==> config.mk <==
export PLATFORM = sky130hd
export DESIGN_NAME = clk_divider_bank
export DESIGN_NICKNAME = d
export VERILOG_FILES = /design/src/rtl/clk_divider_bank.sv
export SDC_FILE = /design/constraint.sdc
export NUM_CORES = 1
export LEC_CHECK = 0
export CAP_MARGIN = 20
export CORE_UTILIZATION = 50
export CTS_CLUSTER_SIZE = 28
export DETAILED_ROUTE_END_ITERATION = 6
export MAX_ROUTING_LAYER = met4
export PLACE_DENSITY = 0.67
export SKIP_LAST_GASP = 1
export SLEW_MARGIN = 10
export SYNTH_ARGS = -nofsm -noshare
export SYNTH_HDL_FRONTEND = slang
export SYNTH_SLANG_ARGS = --single-unit
==> constraint.sdc <==
create_clock -name clk -period 4.18 [get_ports clk]
set_clock_uncertainty 0.05 [all_clocks]
set_input_delay 1.045 -clock clk [delete_from_list [all_inputs] [get_ports clk]]
set_output_delay 1.045 -clock clk [all_outputs]
set_load 0.05 [all_outputs]
==> src/rtl/clk_divider_bank.sv <==
// Bank of CHANNELS runtime-programmable 50%-duty clock dividers with rise strobes and glitch-free divisor reload.
// Latency: all outputs registered; first rise DEF_HP edges after enable; a new divisor takes effect at the next full-period boundary.
// Backpressure: none, writes are always accepted. Define CLKDIV_BANK_SYNC_EN to add the sync_clr phase-alignment input.
module clk_divider_bank #(
    parameter int CLK_FREQ = 50_000_000,
    parameter int CHANNELS = 4,
    parameter int CNT_W    = 32,
    parameter int DEF_HP   = 500_000,
    localparam int CH_W    = (CHANNELS > 1) ? $clog2(CHANNELS) : 1
) (
    input  logic                clk,
    input  logic                rst,
    input  logic [CHANNELS-1:0] en,
    input  logic                wr_en,
    input  logic [CH_W-1:0]     wr_ch,
    input  logic [CNT_W-1:0]    wr_hp,
`ifdef CLKDIV_BANK_SYNC_EN
    input  logic                sync_clr,
`endif
    output logic [CHANNELS-1:0] clk_div,
    output logic [CHANNELS-1:0] rise,
    output logic [CHANNELS-1:0] pending
);

    if (CHANNELS < 1 || CHANNELS > 16 || CLK_FREQ < 1) begin : g_bad_cfg
        $error("clk_divider_bank: unsupported CHANNELS or CLK_FREQ");
    end

    logic [CNT_W-1:0]    r_cnt [CHANNELS];
    logic [CNT_W-1:0]    r_hp  [CHANNELS];
    logic [CNT_W-1:0]    r_sh  [CHANNELS];
    logic [CHANNELS-1:0] r_pend;
    logic [CHANNELS-1:0] r_div;
    logic [CHANNELS-1:0] r_rise;

    logic [CNT_W-1:0]    w_wr_val;
    logic [CHANNELS-1:0] w_hit;
    logic [CHANNELS-1:0] w_tc;
    logic [CHANNELS-1:0] w_run;
    logic                w_sync;

`ifdef CLKDIV_BANK_SYNC_EN
    assign w_sync = sync_clr;
`else
    assign w_sync = 1'b0;
`endif

    always_comb begin
        w_wr_val = (wr_hp == '0) ? CNT_W'(1) : wr_hp;
        w_hit    = '0;
        w_tc     = '0;
        w_run    = '0;
        for (int c = 0; c < CHANNELS; c++) begin
            // out-of-range wr_ch values match no channel index
            w_hit[c] = wr_en && (wr_ch == CH_W'(c));
            w_tc[c]  = (r_cnt[c] == r_hp[c] - CNT_W'(1));
            w_run[c] = en[c] && !w_sync;
        end
    end

    always_ff @(posedge clk or negedge rst) begin
        if (!rst) begin
            for (int c = 0; c < CHANNELS; c++) begin
                r_cnt[c] <= '0;
                r_hp[c]  <= CNT_W'(DEF_HP);
                r_sh[c]  <= CNT_W'(DEF_HP);
            end
            r_pend <= '0;
            r_div  <= '0;
            r_rise <= '0;
        end else begin
            for (int c = 0; c < CHANNELS; c++) begin
                if (!w_run[c] || (w_tc[c] && r_div[c])) begin
                    // idle or full-period boundary: divisor changes land in hp now
                    if (w_hit[c]) begin
                        r_hp[c]   <= w_wr_val;
                        r_sh[c]   <= w_wr_val;
                        r_pend[c] <= 1'b0;
                    end else if (r_pend[c]) begin
                        r_hp[c]   <= r_sh[c];
                        r_pend[c] <= 1'b0;
                    end
                end else if (w_hit[c]) begin
                    r_sh[c]   <= w_wr_val;
                    r_pend[c] <= 1'b1;
                end

                if (!w_run[c]) begin
                    r_cnt[c]  <= '0;
                    r_div[c]  <= 1'b0;
                    r_rise[c] <= 1'b0;
                end else if (w_tc[c]) begin
                    r_cnt[c]  <= '0;
                    r_div[c]  <= ~r_div[c];
                    r_rise[c] <= ~r_div[c];
                end else begin
                    r_cnt[c]  <= r_cnt[c] + CNT_W'(1);
                    r_rise[c] <= 1'b0;
                end
            end
        end
    end

    assign clk_div = r_div;
    assign rise    = r_rise;
    assign pending = r_pend;

endmodule

# [Word-level counts from Yosys, hierarchy flattened]
# Index checks and enable logic that the tools add are counted.
[classes] n_addsub=8 n_eq_ne=11 muxes=41 reduce_logical=30 bitwise=4
[op_table] cell="$mux W32" n=17
[op_table] cell="$add A32 B1 Y32 const B" n=4
[op_table] cell="$eq A32 B32 Y1" n=4
[op_table] cell="$sub A32 B1 Y32 const B" n=4
[op_table] cell="$logic_not A32 Y1" n=1
[op_table] cell="$mux W1" n=24
[op_table] cell="$reduce_bool A2 Y1" n=8
[op_table] cell="$logic_and A1 B1 Y1" n=8
[op_table] cell="$ne A2 B1 Y1 const B" n=4
[op_table] cell="$reduce_and A2 Y1" n=4
[op_table] cell="$eq A2 B2 Y1 const B" n=2
[op_table] cell="$logic_not A1 Y1" n=4
[op_table] cell="$logic_or A1 B1 Y1" n=4
[op_table] cell="$not A1 Y1" n=4
[op_table] cell="$eq A2 B1 Y1 const B" n=1
[op_table] cell="$logic_not A2 Y1" n=1
[totals] input_bits=41 out_inout_bits=12 reg_bits=396

# [Depth between registers and ports, before layout]
[depth] ltp_word=5 depth_mapped=13

# [Worst setup path after synthesis]
# No wires, ideal clock.
[synth_path] kind="flip-flop to flip-flop" from="register r_hp[96] (netlist bit)" to="register r_hp[100] (netlist bit)" stages_incl_launch_ff=13 setup_slack_ns=0.586 t_arrival_ns=3.419 cell_sequence="dfrtp_1 -> inv_1 -> ha_1 -> or3b_2 -> or4_1 -> a211o_1 -> a22o_1 -> a2111o_1 -> nor4_2 -> a31o_2 -> o21ai_4 -> buf_12 -> mux2_4"
[synth_between] elab_chain_cells=5
[synth_rtl] item="start, declared" line_no="30" source="logic [CNT_W-1:0] r_hp [CHANNELS];"
[synth_rtl] item="start signal, assigned by index" line_no="65" source="r_hp[c] <= CNT_W'(DEF_HP);"
[synth_rtl] item="start signal, assigned by index" line_no="76" source="r_hp[c] <= w_wr_val;"
[synth_rtl] item="start signal, assigned by index" line_no="80" source="r_hp[c] <= r_sh[c];"
[synth_rtl] item="$sub A32 B1 Y32" line_no="56" source="w_tc[c] = (r_cnt[c] == r_hp[c] - CNT_W'(1));"
[synth_rtl] item="$eq A32 B32 Y1" line_no="56"
[synth_rtl] item="$logic_and A1 B1 Y1" line_no="73" source="if (!w_run[c] || (w_tc[c] && r_div[c])) begin"
[synth_rtl] item="$logic_or A1 B1 Y1" line_no="73"
[synth_rtl] item="$reduce_and A2 Y1 (no line)"
# Every way passes these cells.
# A chain may end at the register's enable or synchronous reset.

# [Worst setup path after layout]
[layout_path] from="register r_hp[96] (netlist bit)" to="register r_hp[110] (netlist bit)"
# Same word-level chain as after synthesis.

==> flow_metrics.py <==
metrics = {
    "clocking": {
        "clk_latency_ns": 0.58,
        "cts_root_buf": "clkbuf_16",
        "cts_tree": "yes",
        "clk_transition_reported_paths_ns": 0.06,
        "cts_setup_buffers": 0,
        "numCtsBuffers": 43,
        "htree_levels": 2,
        "clock-sinks": 396,
        "clock_path_buffers": 3,
    },
    "run": {
        "maxCapViolCount": 0,
    },
    "placed_design": {
        "gp_congestion": 0.929,
        "place_area_mm2": 0.0227,
        "dp_cells": 2566,
        "port_buffers": 52,
        "hpwl_mm": 37.0,
    },
    "synthesis": {
        "synth.cell_area_mm2": 0.0212,
        "synthSimpleGateAreaFrac_pct": 19.3,
        "synth_ff_type": "dfrtp_1",
        "synth_seq_area_share_pct": 47.0,
        "synth_mux_area_share_pct": 14.6,
        "synth_compound_area_share_pct": 5.03,
        "yosysTopAreaCell": "dfrtp_1",
        "synth_fa_ha_area_share_pct": 0.471,
        "synth_edf_count": 0,
        "synthDistinctLibCells": 89,
        "syn_area_per_cell_um2": 10.7,
        "postSynthCellCount": 1979,
        "synth_top_area_share_pct": 40.1,
        "ys_warn_count": 0,
        "synth_async_sr_flop_share_pct": 100,
        "synth_top_family_by_area": "simple AND/OR/NAND/NOR gates",
        "synth_nets": 2028,
        "synth_xor_area_share_pct": 10.9,
        "synth-seq-cells": 396,
        "synth_area_leaders": "dfrtp_1 (40%), mux2_2 (10%), dfstp_2 (6.9%), xor2_1 (5.6%), xnor2_1 (5.3%)",
    },
    "timing": {
        "finalCriticalPeriod_ns": 3.96,
        "maxSlewHeadroom_pct": 50.9,
        "tns_ns": 0,
        "tightestPinTransition_ns": 0.731,
        "period_share_pct": 94.8,
        "fmax_mhz": 252,
        "hold_violations": 0,
        "setup_violations": 0,
        "grt_setup_unrepaired": "false",
        "maxSlewViolCount": 0,
    },
    "cells_and_area": {
        "finalInstanceArea_mm2": 0.0242,
        "fillers": 3544,
        "stdcell_count": 2650,
        "finish.utilization_pct": 57.7,
        "regArea_mm2": 0.00998,
        "nets": 2121,
        "synthToLayoutAreaGrowth_pct": 14.0,
        "multi_input_area_mm2": 0.0107,
        "drive_gt1_share_pct": 22.1,
    },
    "drt": {
        "drc": 0,
        "wire_per_inst_um": 19.3,
        "ant_nets": 0,
        "routed_via_density": 5.75,
        "wirelength_mm": 51.2,
        "via_count": 15200,
        "drtPass1Iterations": 6,
        "drtIter0Drc": 894,
    },
    "power_and_ir_drop": {
        "p_leak_nw": 9.92,
        "p_per_area_mw_per_mm2": 529,
        "ir_drop_mv": 0.293,
    },
    "floorplan": {
        "die-area_mm2": 0.0433,
        "row_count": 75,
        "coreArea_mm2": 0.0419,
        "start_util_pct": 50.6,
        "fp.dieW_um": 208,
        "boundaryPins": 53,
        "die_height_um": 208,
    },
    "critical_path": {
        "worstSetupPathType": "reg2reg",
        "timing.rr.start": "r_hp[96]",
        "required_ns": 4.58,
        "critPathMaxFanout": 24,
        "slowest_delay_ns": 0.52,
        "cp-startpoint": "r_hp[96]",
        "cpMaxStageDelayCell": "or3b_2",
        "crit_chain": "inv_1, ha_1, or3b_2, or4_1, a211o_1, a22o_1, a2111o_1, nor4_2, a31o_2, o21ai_4, buf_12, mux2_4",
        "startpoint_type": "flip-flop",
        "rrSetupSlack_ns": 0.22,
        "crit_arrival_ns": 4.37,
        "endpoint_kind": "flip-flop",
    },
    "global_route": {
        "grt_pass1_wl_mm": 83.0,
        "grt_max_degree": 98,
        "grt_usage_pct": 24.8,
        "grt.overflow.total": 0,
        "antenna_found_initial": 7,
        "grt_pass1_vias": 15300,
    },
    "outcome": {
        "status": "completed",
    },
    "hold_path": {
        "hold_path_class": "in2async",
    },
}
[placed cells by master (no fill, tap or decap), types with 13 or more instances in the layout]
master	Yosys	final
dfrtp_1	340	340
nor2_1	234	234
mux2_2	192	192
xor2_1	137	137
xnor2_1	128	128
nand2_1	118	118
buf_4	3	71
nand3_1	68	68
nor3_1	57	57
dfstp_2	56	56
nor4_1	55	54
clkdlybuf4s50_1	0	51
nand4_1	44	44
clkbuf_16	0	43
inv_1	35	35
mux2_1	34	34
and3_1	33	33
mux2_4	30	30
o21ai_0	24	24
or4_1	22	22
nand2b_1	21	21
or3_1	20	20
a21oi_1	20	20
nor2b_1	19	19
nor3b_1	13	13
[metal layers]
metal / global-route usage, % / vias to the layer above / share of wire, %
li1: - / 7225 / -
met1: 32.6 / 7645 / 46
met2: 40.2 / 287 / 48
met3: 4.29 / 72 / 4.4
met4: 5.67 / 0 / 1.9
met5: - / - / 0
[report_power, final]
part | total, mW | switching [mW] | internal, mW | leakage, nW
Combinational | 3.16 | 1.55 | 1.61 | 4.24
Clock | 4.08 | 1.62 | 2.47 | 0.760
Sequential | 5.58 | 0.914 | 4.66 | 4.92
Total | 12.8 | 4.09 | 8.74 | 9.92
[final timing paths]
check                      cells after the start        end
min                                            1  r_cnt[34]
min in group clk                               1   r_sh[41]
max                                           12  r_hp[110]
min reg2reg                                    1   r_sh[41]
max in group asynchronous                      2  r_cnt[24]
max reg2reg                                   12  r_hp[110]
[synth_stat cells (all sizes together) (11+ instances only)]
master    n
a211oi   11
nand2b   21
mux2i    11
nand4    44
xnor2   128
dfstp    56
nand2   118
xor2    137
clkbuf   57
inv      35
nand3    68
nor3     58
and4     12
nor2    234
or4      22
or3      21
nor3b    14
a21oi    20
nor4     59
and3     33
o21ai    26
dfrtp   340
nor2b    19
buf      23
mux2    256
[flip-flops by register name, indices dropped and copies added (netlist names)]
signal / cells
clk_div: 4
pending: 4
r_cnt: 128
r_hp: 128
r_sh: 128
rise: 4
[what timing repair did]
item,CTS,global route
hold buffers,0,0
endpoints found under the setup margin,0,6
gates resized for setup,0,2
[area by class of cell]
class	count	area share [%]
timing repair buffer	129	4.87
clock buffer	56	5.10
sequential	396	41.2
tap	539	2.78
clock inverter	24	1.22
multi-input combinational	1467	44.2
inverter	35	0.542
antenna	4	0.0413
[cell families after synthesis]
group                      count (synthesis)
buffers and inverters                    116
AOI/OAI and AO/OA                        146
DFF                                      396
adders and majority gates                  8
and+or+nand+nor                          781
muxes                                    267
xor gates and xnor gates                 265
[worst max-delay path: cells and delay by family, from the launching register on]
family,cells,cell delay [ns]
buffers and inverters,2,0.32
multiplexers,1,0.31
flip-flops,1,0.44
adder cells (fa/ha/maj),1,0.20
AO/OA/AOI/OAI,5,1.26
AND/OR/NAND/NOR,3,1.27
[stage by stage]
step | power, mW | hold slack, ns | worst slack [ns]
3_3_place_gp | 8.65 | 0.425 | 0.319
6_report | 12.8 | 0.379 | 0.216
2_1_floorplan | 7.72 | 0.399 | 0.586
4_1_cts | 12.9 | 0.403 | 0.210
3_5_place_dp | 8.77 | 0.428 | 0.229
5_1_grt | 13.5 | 0.417 | 0.0201
Power figures use the tool's default switching activity.
